--- config.mk ---
export PLATFORM = sky130hd
export DESIGN_NAME = fetch_queue
export DESIGN_NICKNAME = d
export VERILOG_FILES = /design/src/rtl/fetch_queue.sv
export SDC_FILE = /design/constraint.sdc
export NUM_CORES = 1
export LEC_CHECK = 0
export CELL_PAD_IN_SITES_DETAIL_PLACEMENT = 0
export CELL_PAD_IN_SITES_GLOBAL_PLACEMENT = 1
export CORE_ASPECT_RATIO = 1.1
export CORE_UTILIZATION = 25
export CTS_BUF_LIST = sky130_fd_sc_hd__clkbuf_16
export CTS_CLUSTER_DIAMETER = 60
export DETAILED_ROUTE_END_ITERATION = 10
export PLACE_DENSITY = 0.52
export RECOVER_POWER = 100
export SYNTH_ARGS = -nofsm -noshare
export SYNTH_HDL_FRONTEND = slang
export SYNTH_SLANG_ARGS = --single-unit
--- constraint.sdc ---
create_clock -name clk -period 6.85 [get_ports clk]
set_input_delay 1.37 -clock clk [delete_from_list [all_inputs] [get_ports clk]]
set_output_delay 1.37 -clock clk [all_outputs]
set_load 0.05 [all_outputs]
--- src/rtl/fetch_queue.sv ---
// Instruction-fetch stage: owns the PC, issues in-order word requests with
// credit-based flow control, and buffers responses for decode with PC+1 tags.
module fetch_queue #(
    parameter logic [29:0] RESET_PC = 30'h100000,
    parameter int          DEPTH    = 2
) (
    input  logic        clk,
    input  logic        reset,
    output logic        imem_req_valid,
    input  logic        imem_req_ready,
    output logic [29:0] imem_req_addr,
    input  logic        imem_resp_valid,
    input  logic [31:0] imem_resp_data,
    output logic        inst_valid,
    input  logic        inst_ready,
    output logic [31:0] inst,
    output logic [29:0] inst_pc_plus4,
    input  logic        redirect,
    input  logic [29:0] redirect_target
);

    localparam int AW = $clog2(DEPTH);
    localparam int CW = AW + 1;
    localparam logic [CW:0]   DEPTH_W = (CW+1)'(DEPTH);
    localparam logic [CW-1:0] DEPTH_C = CW'(DEPTH);

    // Handshakes: a transfer happens on a cycle where valid and ready are both
    // high at the rising edge; valid never depends on ready in the same cycle.

    logic [29:0]   fetch_pc_q, fetch_pc_d;
    logic [CW-1:0] outstanding_q, outstanding_d;
    logic [CW-1:0] drop_q, drop_d;
    logic [CW-1:0] fifo_cnt_q, fifo_cnt_d;
    logic [AW-1:0] tag_wr_q, tag_wr_d;
    logic [AW-1:0] tag_rd_q, tag_rd_d;
    logic [AW-1:0] fifo_wr_q, fifo_wr_d;
    logic [AW-1:0] fifo_rd_q, fifo_rd_d;
    logic [31:0]   last_inst_q, last_inst_d;
    logic [29:0]   last_pc4_q, last_pc4_d;

    logic [29:0] tag_mem  [DEPTH];
    logic [31:0] data_mem [DEPTH];
    logic [29:0] pc4_mem  [DEPTH];

    logic [CW:0] credit_used;
    logic        accept;
    logic        resp_keep;
    logic        pop;

    assign credit_used    = {1'b0, outstanding_q} + {1'b0, fifo_cnt_q};
    assign imem_req_valid = reset & (credit_used < DEPTH_W);
    assign imem_req_addr  = fetch_pc_q;
    assign accept         = imem_req_valid & imem_req_ready;
    // A response is kept only if it is not stale and no squash is happening now.
    assign resp_keep      = imem_resp_valid & (drop_q == '0) & ~redirect;
    assign inst_valid     = (fifo_cnt_q != '0);
    assign pop            = inst_valid & inst_ready;
    assign inst           = inst_valid ? data_mem[fifo_rd_q] : last_inst_q;
    assign inst_pc_plus4  = inst_valid ? pc4_mem[fifo_rd_q] : last_pc4_q;

    always_comb begin
        fetch_pc_d    = fetch_pc_q;
        drop_d        = drop_q;
        tag_wr_d      = tag_wr_q;
        tag_rd_d      = tag_rd_q;
        fifo_wr_d     = fifo_wr_q;
        fifo_rd_d     = fifo_rd_q;
        last_inst_d   = last_inst_q;
        last_pc4_d    = last_pc4_q;
        outstanding_d = outstanding_q + CW'(accept) - CW'(imem_resp_valid);
        fifo_cnt_d    = fifo_cnt_q + CW'(resp_keep) - CW'(pop);

        if (accept) begin
            fetch_pc_d = fetch_pc_q + 30'd1;
            tag_wr_d   = tag_wr_q + 1'b1;
        end
        if (imem_resp_valid) begin
            tag_rd_d = tag_rd_q + 1'b1;
        end
        if (resp_keep) begin
            fifo_wr_d = fifo_wr_q + 1'b1;
        end
        if (pop) begin
            fifo_rd_d   = fifo_rd_q + 1'b1;
            last_inst_d = data_mem[fifo_rd_q];
            last_pc4_d  = pc4_mem[fifo_rd_q];
        end

        // Every request still in flight after this edge belongs to the old path.
        if (redirect) begin
            fetch_pc_d = redirect_target;
            drop_d     = outstanding_d;
            fifo_cnt_d = '0;
            fifo_wr_d  = '0;
            fifo_rd_d  = '0;
        end else if (imem_resp_valid && (drop_q != '0)) begin
            drop_d = drop_q - 1'b1;
        end
    end

    always_ff @(posedge clk or negedge reset) begin
        if (!reset) begin
            fetch_pc_q    <= RESET_PC;
            outstanding_q <= '0;
            drop_q        <= '0;
            fifo_cnt_q    <= '0;
            tag_wr_q      <= '0;
            tag_rd_q      <= '0;
            fifo_wr_q     <= '0;
            fifo_rd_q     <= '0;
            last_inst_q   <= '0;
            last_pc4_q    <= '0;
        end else begin
            fetch_pc_q    <= fetch_pc_d;
            outstanding_q <= outstanding_d;
            drop_q        <= drop_d;
            fifo_cnt_q    <= fifo_cnt_d;
            tag_wr_q      <= tag_wr_d;
            tag_rd_q      <= tag_rd_d;
            fifo_wr_q     <= fifo_wr_d;
            fifo_rd_q     <= fifo_rd_d;
            last_inst_q   <= last_inst_d;
            last_pc4_q    <= last_pc4_d;
        end
    end

    // Storage needs no reset: occupancy is tracked by the pointers and counts.
    always_ff @(posedge clk) begin
        if (accept) begin
            tag_mem[tag_wr_q] <= fetch_pc_q;
        end
        if (resp_keep) begin
            data_mem[fifo_wr_q] <= imem_resp_data;
            pc4_mem[fifo_wr_q]  <= tag_mem[tag_rd_q] + 30'd1;
        end
        if (reset) begin
            assert (!(resp_keep && (fifo_cnt_q == DEPTH_C)));
            assert (!(imem_resp_valid && (outstanding_q == '0)));
            assert (drop_q <= outstanding_q);
            assert (credit_used <= DEPTH_W);
        end
    end

endmodule

==> results.md <==
- Run status: finished with violations
- Failing checks: max-capacitance violations, max-slew violations
- Post-layout net count: between 1000 and 1500
- First-iteration detailed-routing DRC count: 294
- Antenna viol nets, final: 0
- Critical path class: in -> reg
- Fin crit share: 0.783
- Syn Std Cell Area: around 12000 um^2
- Total grt overflow: 0
- R2R setup slack: 2.48 ns
- Compound-cell area share of the yosys netlist: 0.0731
- Final min period: 5.36 ns
- Commonest cells after routing, fill and taps aside: edfxtp_1, nand2_1, dlygate4sd3_1
- Setup Buffers After CTS: 0
- Initial antenna violation count: 1
- Crit. End Element: register
- I/O pins: 162
- Worst EP required: 7.29 ns
- FF+latch count, synth: 286
- Initial Utilization: 0.255
- Hold_buf cts: 0
- Setup tns final: 0 ns
- I/O Buffers: about 160
- Hold Path Class: reg -> reg
- Asr flop ratio synth: 0.357
- Final hold vios: 0
- Dpl hpwl: 19800 um
- WL/cell: 16.1 um
- Crit-path slowest cell: clkbuf_1
- Crit-path max FO: 33
- GRT Total Usage: 0.118
- Final hold slack: ~0.48 ns
- Worst-case clock buffer depth: 3
- # clock sinks: 286
- Syn. warnings: 0
- Max-slew violation count: 272
- EDFF count, synth: roughly 180
- Power per cell area: 454 nW/um^2
- WP data arrival: ~5.8 ns
- Xor/xnor share of the synthesized area: 0.0522
- Reg2Reg Capture Point: last_pc4_q[22]$_DFFE_PN0P_
- Setup crit start: reset
- Worst Hold End: last_pc4_q[21]$_DFFE_PN0P_
- Worst path max stage delay: 1.30 ns
- Mean area per synthesized cell: 12.4 um^2
- Worst hold path depth: 2
- Storage cell area: 8080 um^2
- Slew HR: -0.723
- FF-to-FF Start: fifo_cnt_q[1]$_DFF_PN0_
- Vias per cell: roughly 4.2
- Post-Synth Simple-Gate Area: 0.110
- Post-synthesis adder-cell area fraction: 0.00879
- Worst Tran Pin Value: between 2 and 3 ns
- Number of global-route vias before repair: ~7600
- DRC Markers: 0
- CP cell instances: clkbuf_1 > and4bb_1 > clkinvlp_2 > or4_1 > nor4_1 > nand4_1 > xor2_1 > o21ai_0
- Most common flop cell mapped by yosys: edfxtp_1
- First-pass GRT wire length: 45000 um
- CORE AREA: 48000 um^2
- Fill count: between 4000 and 5000
- Layout cells sized above 1: 0.0570
- CTS tree: done
- Mux share of post-synthesis cell area: 0.0746
- TritonRoute pass-1 iters: 4
- Min-Delay Startpoint: last_pc4_q[21]$_DFFE_PN0P_
- Die area: between 40000 and 50000 um^2
- Commonest non-fill, non-tap cell in the layout: edfxtp_1
- Syn Nets: 1066
- Critical Path Start Type: primary input
- Synth Instances: just under 1000
- Layout area overhead: 27.3%
- H-tree levels: 2
- Routed vias: slightly below 8000
- Max-cap violation count: 7
- Die Y: 234 um
- Area of the multi-input gates: 3890 um^2
- Yosys cell types: 44
- Register area share after synthesis: 0.660
- Worst reg2reg path depth: 6
- Largest family of logic cells by synthesized area: simple AND/OR/NAND/NOR gates
- Number of diodes: 0
- Routed wire length: a little under 30000 um
- Pleak: 5.65 nW
- Total CTS buffers: 35
- Post-cts sizing count: 0
- Reg clk slew, reported paths: 0.06 ns
- Root buf cell: clkbuf_16
- Row cnt: 84
- Worst ir drop on vdd: 0.216 mV
- Setup Skew: 0.0120 ns
- RSZ-0062 raised after global routing: false
- Final GP Congestion: 0.701
- Chip Width: between 200 and 250 um
- Largest net degree at the start of global routing: 86
- F_max: 186 MHz
- Final Setup Violations: 0
- Clock Latency Late Sink: approximately 0.52 ns
layer usage:
metal  share of wire  vias up  track usage  wire, um
met3           0.043       54       0.0244      1260
li1                -     3854            -         -
met1            0.46     3654        0.153     13400
met5         0.00051        -            0        15
met2            0.48      154        0.195     13900
met4           0.026        2       0.0418       755
where the power goes:
part           switching (mW)  total (mW)  leakage (nW)  internal, mW
Combinational            2.01        2.88          2.14         0.870
Clock                   0.711        1.74         0.579          1.03
Sequential              0.211        2.45          2.93          2.24
through the flow:
step	worst slack (ns)	utilization	instances	area [um^2]	total power, mW
2_1_floorplan	2.04	-	990	12200	4.53
3_3_place_gp	2.65	0.303	1756	14600	5.53
3_5_place_dp	2.63	0.303	1756	14600	5.55
4_1_cts	2.07	0.326	1820	15700	7.34
5_1_grt	1.06	0.325	1820	15600	7.50
6_report	1.49	0.325	1820	15600	7.08
final cells by class:
class,count,share of cell area
Tap cell,645,0.0518
Sequential cell,286,0.519
Clock inverter,28,0.0125
Timing Repair Buffer,172,0.107
Inverter,12,0.00297
Clock buffer,36,0.0578
Multi-Input combinational cell,641,0.250
critical path, delay by kind of cell:
kind	cells	cell delay [ns]
xor+xnor	1	0.19
compound gates	1	0.17
simple gates	4	2.28
buf+inv	2	1.78
how the worst max path moves through the flow:
stage	to	depth (start not counted)	slack, ns
finish	imem_req_addr[22]$_DFFE_PN0P_	8	1.49
global route	fifo_rd_q$_DFFE_PN0P_	2	1.06
CTS	inst_pc_plus4[21]	5	2.07
detailed placement	imem_req_valid	3	2.63
global placement	imem_req_valid	3	2.65
floorplan	data_mem[0][0]$_DFFE_PP_	3	2.04
synthesized netlist by cell type, types with 2 or more instances:
| library cell | number | area, um^2 |
|---|---|---|
| mux2_2 | 2 | 22.5 |
| nand3b_1 | 6 | 45.0 |
| a22oi_1 | 2 | 15.0 |
| and2_1 | 5 | 31.3 |
| mux2i_1 | 89 | 891 |
| o21ai_0 | 90 | 450 |
| a222oi_1 | 2 | 20.0 |
| a21oi_1 | 70 | 350 |
| nand4_1 | 19 | 119 |
| nand2_1 | 131 | 492 |
| and3_1 | 3 | 18.8 |
| dfrtp_1 | 101 | 2530 |
| nor2b_1 | 5 | 31.3 |
| buf_1 | 13 | 48.8 |
| inv_1 | 11 | 41.3 |
| clkbuf_1 | 30 | 113 |
| edfxtp_1 | 184 | 5530 |
| ha_1 | 7 | 87.6 |
| nor2_1 | 82 | 308 |
| o21ai_1 | 5 | 25.0 |
| nor3_1 | 4 | 20.0 |
| nor4_4 | 2 | 42.5 |
| nor4_1 | 2 | 12.5 |
| xnor2_1 | 25 | 219 |
| nand3_1 | 23 | 115 |
| buf_2 | 6 | 30.0 |
| or2_2 | 3 | 18.8 |
| nand4b_1 | 5 | 43.8 |
| xor2_1 | 48 | 420 |
logic make-up (layout without fill, tap and decap cells):
| group | after synthesis | in the layout |
|---|---|---|
| AOI/OAI and AO/OA | 173 | 173 |
| xor gates and xnor gates | 73 | 73 |
| adders and majority gates | 8 | 8 |
| buffers and inverters | 63 | 248 |
| DFF | 286 | 286 |
| muxes | 91 | 91 |
| and+or+nand+nor | 296 | 296 |
flip-flops by register name, summed over array words and instances, names as in the netlist:
signal         flops
last_pc4_q        30
tag_rd_q           1
fifo_wr_q          1
drop_q             2
tag_mem           60
fifo_rd_q          1
tag_wr_q           1
pc4_mem           60
outstanding_q      2
imem_req_addr     30
fifo_cnt_q         2
last_inst_q       32
data_mem          64
(Power assumes the default switching activity.)
